[src/rtl/sub_decoder_8_bits.sv]
`default_nettype none
// ============================================================================
// Module   : sub_decoder_8_bits
// Brief    : Recovers operand B = {cout,S} - A from a running-sum stream using
//            a bit-serial subtractor with valid/ready handshakes.
//            Optional macro SUB_DEC_ERR_COUNT_EN adds a saturating err_cnt.
// Revision : 1.0 - initial release
// ============================================================================
module sub_decoder_8_bits #(
    parameter int N = 8
) (
    input  logic         clk,
    input  logic         reset,
    input  logic         clr,
    input  logic         in_valid,
    output logic         in_ready,
    input  logic [N-1:0] s_in,
    input  logic         cout_in,
    output logic         out_valid,
    input  logic         out_ready,
    output logic [N-1:0] out_b,
    output logic [N-1:0] out_a,
    output logic         err
`ifdef SUB_DEC_ERR_COUNT_EN
    ,
    output logic [7:0]   err_cnt
`endif
);

    localparam int                c_cnt_w = $clog2(N + 1);
    localparam logic [c_cnt_w-1:0] c_last = c_cnt_w'(N);

    typedef enum logic [1:0] {
        S_IDLE = 2'd0,
        S_CALC = 2'd1,
        S_HOLD = 2'd2
    } state_t;

    state_t             r_state;
    state_t             w_next;
    logic [N-1:0]       r_a;
    logic [N:0]         r_m;
    logic [N:0]         r_sub;
    logic [N-1:0]       r_res;
    logic [c_cnt_w-1:0] r_cnt;
    logic               r_bw;

    logic               w_m_bit;
    logic               w_s_bit;
    logic               w_d;
    logic               w_bw_next;
    logic [N:0]         w_res_next;
    logic               w_last;

    assign in_ready  = (r_state == S_IDLE);
    assign out_valid = (r_state == S_HOLD);

    assign w_m_bit    = r_m[r_cnt];
    assign w_s_bit    = r_sub[r_cnt];
    assign w_d        = w_m_bit ^ w_s_bit ^ r_bw;
    assign w_bw_next  = (~w_m_bit & w_s_bit) | (~(w_m_bit ^ w_s_bit) & r_bw);
    assign w_res_next = {w_d, r_res};
    assign w_last     = (r_cnt == c_last);

    always_ff @(posedge clk or negedge reset) begin
        if (!reset) begin
            r_state <= S_IDLE;
        end else begin
            r_state <= w_next;
        end
    end

    always_comb begin
        w_next = r_state;
        if (clr) begin
            w_next = S_IDLE;
        end else begin
            case (r_state)
                S_IDLE:  if (in_valid)  w_next = S_CALC;
                S_CALC:  if (w_last)    w_next = S_HOLD;
                S_HOLD:  if (out_ready) w_next = S_IDLE;
                default: w_next = S_IDLE;
            endcase
        end
    end

    // Result bits enter at the top and move down; after N+1 shifts bit 0 is the LSB.
    always_ff @(posedge clk or negedge reset) begin
        if (!reset) begin
            r_a   <= '0;
            r_m   <= '0;
            r_sub <= '0;
            r_res <= '0;
            r_cnt <= '0;
            r_bw  <= 1'b0;
            out_b <= '0;
            out_a <= '0;
            err   <= 1'b0;
        end else if (clr) begin
            r_a <= '0;
        end else begin
            case (r_state)
                S_IDLE: begin
                    if (in_valid) begin
                        r_m   <= {cout_in, s_in};
                        r_sub <= {1'b0, r_a};
                        r_res <= '0;
                        r_cnt <= '0;
                        r_bw  <= 1'b0;
                    end
                end
                S_CALC: begin
                    r_res <= w_res_next[N:1];
                    r_bw  <= w_bw_next;
                    if (w_last) begin
                        out_b <= w_res_next[N-1:0];
                        out_a <= r_sub[N-1:0];
                        // Top bit set: above 2^N-1; final borrow: negative.
                        err   <= w_res_next[N] | w_bw_next;
                    end else begin
                        r_cnt <= r_cnt + 1'b1;
                    end
                end
                S_HOLD: begin
                    if (out_ready && !err) begin
                        r_a <= out_b;
                    end
                end
                default: ;
            endcase
        end
    end

`ifdef SUB_DEC_ERR_COUNT_EN
    always_ff @(posedge clk or negedge reset) begin
        if (!reset) begin
            err_cnt <= 8'd0;
        end else if (clr) begin
            err_cnt <= 8'd0;
        end else if ((r_state == S_HOLD) && out_ready && err && (err_cnt != 8'hFF)) begin
            err_cnt <= err_cnt + 8'd1;
        end
    end
`endif

endmodule
`default_nettype wire

[config.mk]
export PLATFORM = sky130hd
export DESIGN_NAME = sub_decoder_8_bits
export DESIGN_NICKNAME = d
export VERILOG_FILES = /design/src/rtl/sub_decoder_8_bits.sv
export SDC_FILE = /design/constraint.sdc
export NUM_CORES = 1
export LEC_CHECK = 0
export CORE_MARGIN = 2
export CORE_UTILIZATION = 45
export DETAILED_ROUTE_END_ITERATION = 16
export PLACE_DENSITY = 0.68
export SLEW_MARGIN = 30
export SYNTH_ARGS = -nofsm -noshare
export SYNTH_HDL_FRONTEND = slang
export SYNTH_SLANG_ARGS = --single-unit
[constraint.sdc]
create_clock -name clk -period 2.26 [get_ports clk]
set_input_delay 0.226 -clock clk [delete_from_list [all_inputs] [get_ports clk]]
set_output_delay 0.226 -clock clk [all_outputs]
set_load 0.05 [all_outputs]
Word-level counts from Yosys, hierarchy flattened
Cells that the tools add are included.
- register bits: 57
- logic and storage cells: 60
- memory bits (writable): 0
- memories kept: 0
- output and inout port bits: 19
- latch bits: 0
- memory bits (read-only): 0
- order comparisons: 1
- bitwise logic cells: 9
- equality and inequality tests: 8
- shift operators: 0
- reduce and logical (&&, ||, !) cells: 12
- divide/modulo/power cells: 0
- multiply operators: 0
- muxes and demuxes: 19
- $add $sub $neg: 1
- operators with widths (cell ; count):
    two-way mux 8 bit ; 4
    one-hot mux 8 bit (2 select lines) ; 1
    AND reduction 3 bit ; 4
    binary-select mux 1 bit (select 4 bit) ; 2
    two-way mux 2 bit ; 4
    two-way mux 4 bit ; 2
    one-hot mux 4 bit (2 select lines) ; 1
    != test 3 bit, second input constant ; 2
    one-hot mux 2 bit (3 select lines) ; 1
    nonzero test 2 bit ; 3
    less-than comparator 4 x 5 -> 1 bit, second input constant ; 1
    adder 4 x 1 -> 4 bit, second input constant ; 1
    equality test 4 bit, second input constant ; 1
    != test 2 bit, second input constant ; 2
    AND reduction 4 bit ; 1
    two-way mux 1 bit ; 3
    != test 3 x 2 -> 1 bit, second input constant ; 1
    NOT 1 bit ; 3
    AND 1 bit ; 2
    equality test 2 x 1 -> 1 bit, second input constant ; 1
    equality test 2 bit, second input constant ; 1
    zero test 2 bit ; 1
    bitwise OR 1 bit ; 2
    one-hot mux 1 bit (2 select lines) ; 1
    other kinds (4) ; 5

Logic depth before layout (Yosys ltp)
- word-level depth: 7
- depth in mapped cells: 7
- gate-level depth less buffers: 6

Least setup slack after synthesis
OpenSTA, ideal clock, no wires.
- kind: reg2reg
- start point: reg r_cnt[0]
- end point: reg r_res[7]
- stages on the path, launching flop included: 7
- library setup time: 0.121 ns
- required time: 2.139 ns
- setup slack: 0.226 ns
- data arrival time: 1.913 ns
- buffers on the path: 1
- path through: dfrtp_1 > buf_2 > mux4_2 > nand3b_1 > nand4_1 > fa_1 > a22o_1
- longest elaborated chain between the ends: 5
- ends and longest elaborated chain (item ; line ; text):
    start: declaration ; 45 ; logic [c_cnt_w-1:0] r_cnt;
    start signal: assignment ; 121 ; r_cnt <= r_cnt + 1'b1;
    binary-select mux 1 bit (select 4 bit), on equally long branches ; 58, 59 ;
    two-way mux 1 bit, on equally long branches ; 58, 59 ;
    XOR 1 bit (*) (2 in a row) ; 60 ; assign w_d = w_m_bit ^ w_s_bit ^ r_bw;
    one-hot mux 8 bit (2 select lines) (*) ; 102 ; case (r_state)
    end signal: assignment ; 113 ; r_res <= w_res_next[N:1];
    end: declaration ; 44 ; logic [N-1:0] r_res;
Every way passes the cells marked *; elsewhere a longest branch is shown, timed or not. The select of a mux whose other input is x is not followed.
A chain may end at the register's enable or synchronous reset.

Final worst setup path
- start point: reg r_state[1]
- end point: out out_valid
- longest elaborated chain between the ends: 1
- ends and longest elaborated chain (item ; line ; text):
    start: declaration ; 39 ; state_t r_state;
    start signal: assignment ; 69 ; r_state <= w_next;
    equality test 2 bit ; 56 ; assign out_valid = (r_state == S_HOLD);
    end: declaration ; 19 ; output logic out_valid,
Every way passes these cells.

==> reports/qor.csv <==
stage,metric,value,unit
yosys,synthTopCellsByCount,"57 x dfrtp_1, 34 x mux2_2, 16 x a22o_1, 4 x inv_1, 4 x nand3_1",
finish,drive_above_1_share,29.9,%
sta,fin_crit,2.16,ns
sta,hold_viol,0,
yosys,syn_inst,163,
routing,routedWlPerCell,17.6,µm
floorplanning,core,5110,µm²
yosys,yosys_register_bits,57,
finish,syn_to_final_growth,25.3,%
critical_path,worstPathRequired,2.03,ns
power,pwr-share-clk,36.3,%
critical_path,cp.depth,2,
yosys,synth-edff-count,0,
critical_path,worst-r2r-setup-slack,0.23,ns
critical_path,cp_slowest_cell,clkdlybuf4s50_1,
sta,setup_viol,0,
global_route,met2_usage,30.2,%
yosys,yosys.area_share.simple,7.16,%
yosys,ys_warn_count,0,
yosys,avgSynthCellArea,14.7,µm²
critical_path,crit_fanout,6,
clocking,root_buffer,clkbuf_8,
placed_design,hpwl,3480,µm
critical_path,cp.arrival,1.93,ns
floorplanning,die_h,77.0,µm
clocking,clkTransAtPathRegs,0.06,ns
floorplanning,die_w,77.0,µm
critical_path,max_stage_delay,0.86,ns
floorplanning,die-area,5920,µm²
yosys,synth_area,2390,µm²
routing,drc_errors,0,
power,p_sw,0.000595,W
finish,layout.nets,223,
clocking,htreeDepth,3,
critical_path,cp_cell_sequence,nor2b_1 > clkdlybuf4s50_1,
power,leakage,1.39,nW
critical_path,worstSetupPathType,reg -> out,
floorplanning,start_util,46.9,%
power,p_int,0.00170,W
power,p_seq_share,50.3,%
placed_design,placed_cell_area,2820,µm²
yosys,synth_top_area_share,59.6,%
routing,routed_wl,4940,µm
yosys,async_flop_share,100,%
global_route,antenna_found_initial,0,
yosys,synth.area.mux_share,20.1,%
routing,ant_nets,0,
sta,period_share,95.4,%
global_route,grt-busiest-layer,met2,
yosys,ys_seq_area_share,59.6,%
yosys,synth-compound-area-share,8.83,%
power,netSwitchingFraction,25.9,%
critical_path,end_kind,output port,
sta,worstMarginPinSlew,0.731,ns
sta,worst_clock_skew,0.00586,ns
global_route,grtUsageMet1,22.9,%
sta,timing.fmax,464,MHz
finish,antenna_cells,0,
placed_design,place_congestion,0.752,
global_route,grt_pass1_vias,1668,
yosys,synth.area.top_cells,"dfrtp_1 60%, mux2_2 16%, a22o_1 5.9%",
yosys,synth_top_area_cell,dfrtp_1,
routing,drt-pass1-iter-count,4,
yosys,synth.most_common_cell,dfrtp_1,
power,ir_drop,343,µV
outcome,status,"finished, final reports clean",
critical_path,r2r_start,r_cnt[0],
clocking,cts_tree,built,
yosys,synth_fp_nets,180,
critical_path,startpoint,r_state[1],
yosys,synthFlopType,dfrtp_1,
clocking,cts_buffer_depth,2,
global_route,track_usage,18.7,%
power,p_per_area,765,nW/µm²
sta,slew_violations,0,
power,power,0.00229,W
critical_path,crit_end,out_valid,
global_route,overflow,0,
routing,vias,1539,
global_route,met3_usage,6.24,%
sta,rsz0062_at_grt,false,
routing,dr.first_iter.drc_count,116,
clocking,clkLatencyLatePin,0.33,ns
yosys,synth_top_family_by_area,multiplexers,
critical_path,r2r_end,r_res[7],
placed_design,port_buffers,32,
routing,vias_per_cell,5.48,
global_route,grt_pass1_wl,8450,µm
yosys,synth.distinct_cells,34,
floorplanning,row_count,26,
finish,final_area,3000,µm²
sta,totalNegativeSetupSlack,0,ns
global_route,grt_max_degree,31,
clocking,cts_sinks,57,
yosys,synth_xor_xnor_area_share,0,%
floorplanning,io_pins,33,
critical_path,startpoint_type,flop,
yosys,synthAdderAreaFrac,1.88,%
critical_path,worst-r2r-cell-count,6,
min_path,min_path_type,in -> async,
clocking,cts_resized,0,
critical_path,worst-path-buf-inv,1,
power,combPwrFrac,13.5,%
clocking,cts_buffers,9,
sta,timing.slew.headroom,50.9,%
flow_run,drv_cap,0,
critical_path,crit_family,buffers and inverters,
-- layer usage --
| metal | up-vias | wire length (µm) |
|---|---|---|
| met5 | - | 0 |
| met2 | 48 | 2400 |
| met4 | 0 | 85 |
| li1 | 694 | - |
| met3 | 11 | 257 |
| met1 | 786 | 2200 |
-- worst min-delay path by stage --
stage	from	to	cells after the start	slack [ns]
6_report	reset	r_m[5]	2	0.48
5_1_grt	s_in[5]	r_m[5]	2	0.51
4_1_cts	reset	r_m[5]	2	0.49
3_5_place_dp	reset	r_m[5]	1	0.30
3_3_place_gp	reset	r_m[5]	1	0.29
2_1_floorplan	reset	err	0	-0.07
-- timing repair --
action | CTS | global route
endpoints found under the hold margin | 29 | 0
hold buffers | 1 | 0
buffers inserted | 0 | 0
-- registers in the layout, summed over array words and instances (netlist names) --
name and flops:
r_a 8, r_res 8, out_b 8, err 1
r_cnt 4, r_bw 1, r_sub 8, r_m 9
out_a 8, r_state 2
-- cell type report --
type	instances	area (µm²)
clock buffer	13	159
multi-input combinational	95	915
tap	70	87.6
timing repair buffer	39	383
inverter	4	15.0
fill	434	2110
sequential	57	1430
clock inverter	3	15.0
-- cell families (layout without fill, tap and decap cells) --
group	after synthesis	in the layout
DFF	57	57
muxes	40	40
AOI/OAI and AO/OA	27	27
and+or+nand+nor	25	25
buffers and inverters	11	59
adders and majority gates	3	3
-- power by group through the flow --
| stage | registers (W) | clock network, W | logic [W] |
|---|---|---|---|
| 2_1_floorplan | 0.00114 | 0 | 0.000212 |
| 3_3_place_gp | 0.00117 | 0 | 0.000292 |
| 3_5_place_dp | 0.00117 | 0 | 0.000307 |
| 4_1_cts | 0.00115 | 0.000853 | 0.000313 |
| 5_1_grt | 0.00116 | 0.000905 | 0.000338 |
| 6_report | 0.00115 | 0.000832 | 0.000309 |
-- cell usage in the layout, fill, tap and decap left out, types with 3 or more instances in the layout --
cell type        count
nor2_1               3
mux4_2               3
mux2i_1              3
clkdlybuf4s50_1     31
a22o_1              16
nand2_1              3
nand3_1              4
o21ai_0              3
clkinv_2             3
mux2_2              34
dfrtp_1             57
clkbuf_8            11
inv_1                4
buf_4                5
-- stage by stage --
| step | cells | setup slack, ns | util [%] | hold WS [ns] |
|---|---|---|---|---|
| global placement | 264 | 0.283 | 55.1 | 0.285 |
| detailed placement | 264 | 0.256 | 55.1 | 0.302 |
| CTS | 281 | 0.0944 | 58.7 | 0.489 |
| global route | 281 | 0.00868 | 58.7 | 0.514 |
| floorplan | 163 | 0.226 | - | -0.0696 |
| finish | 281 | 0.103 | 58.7 | 0.477 |
No activity file was read; power rests on OpenSTA's default activity.
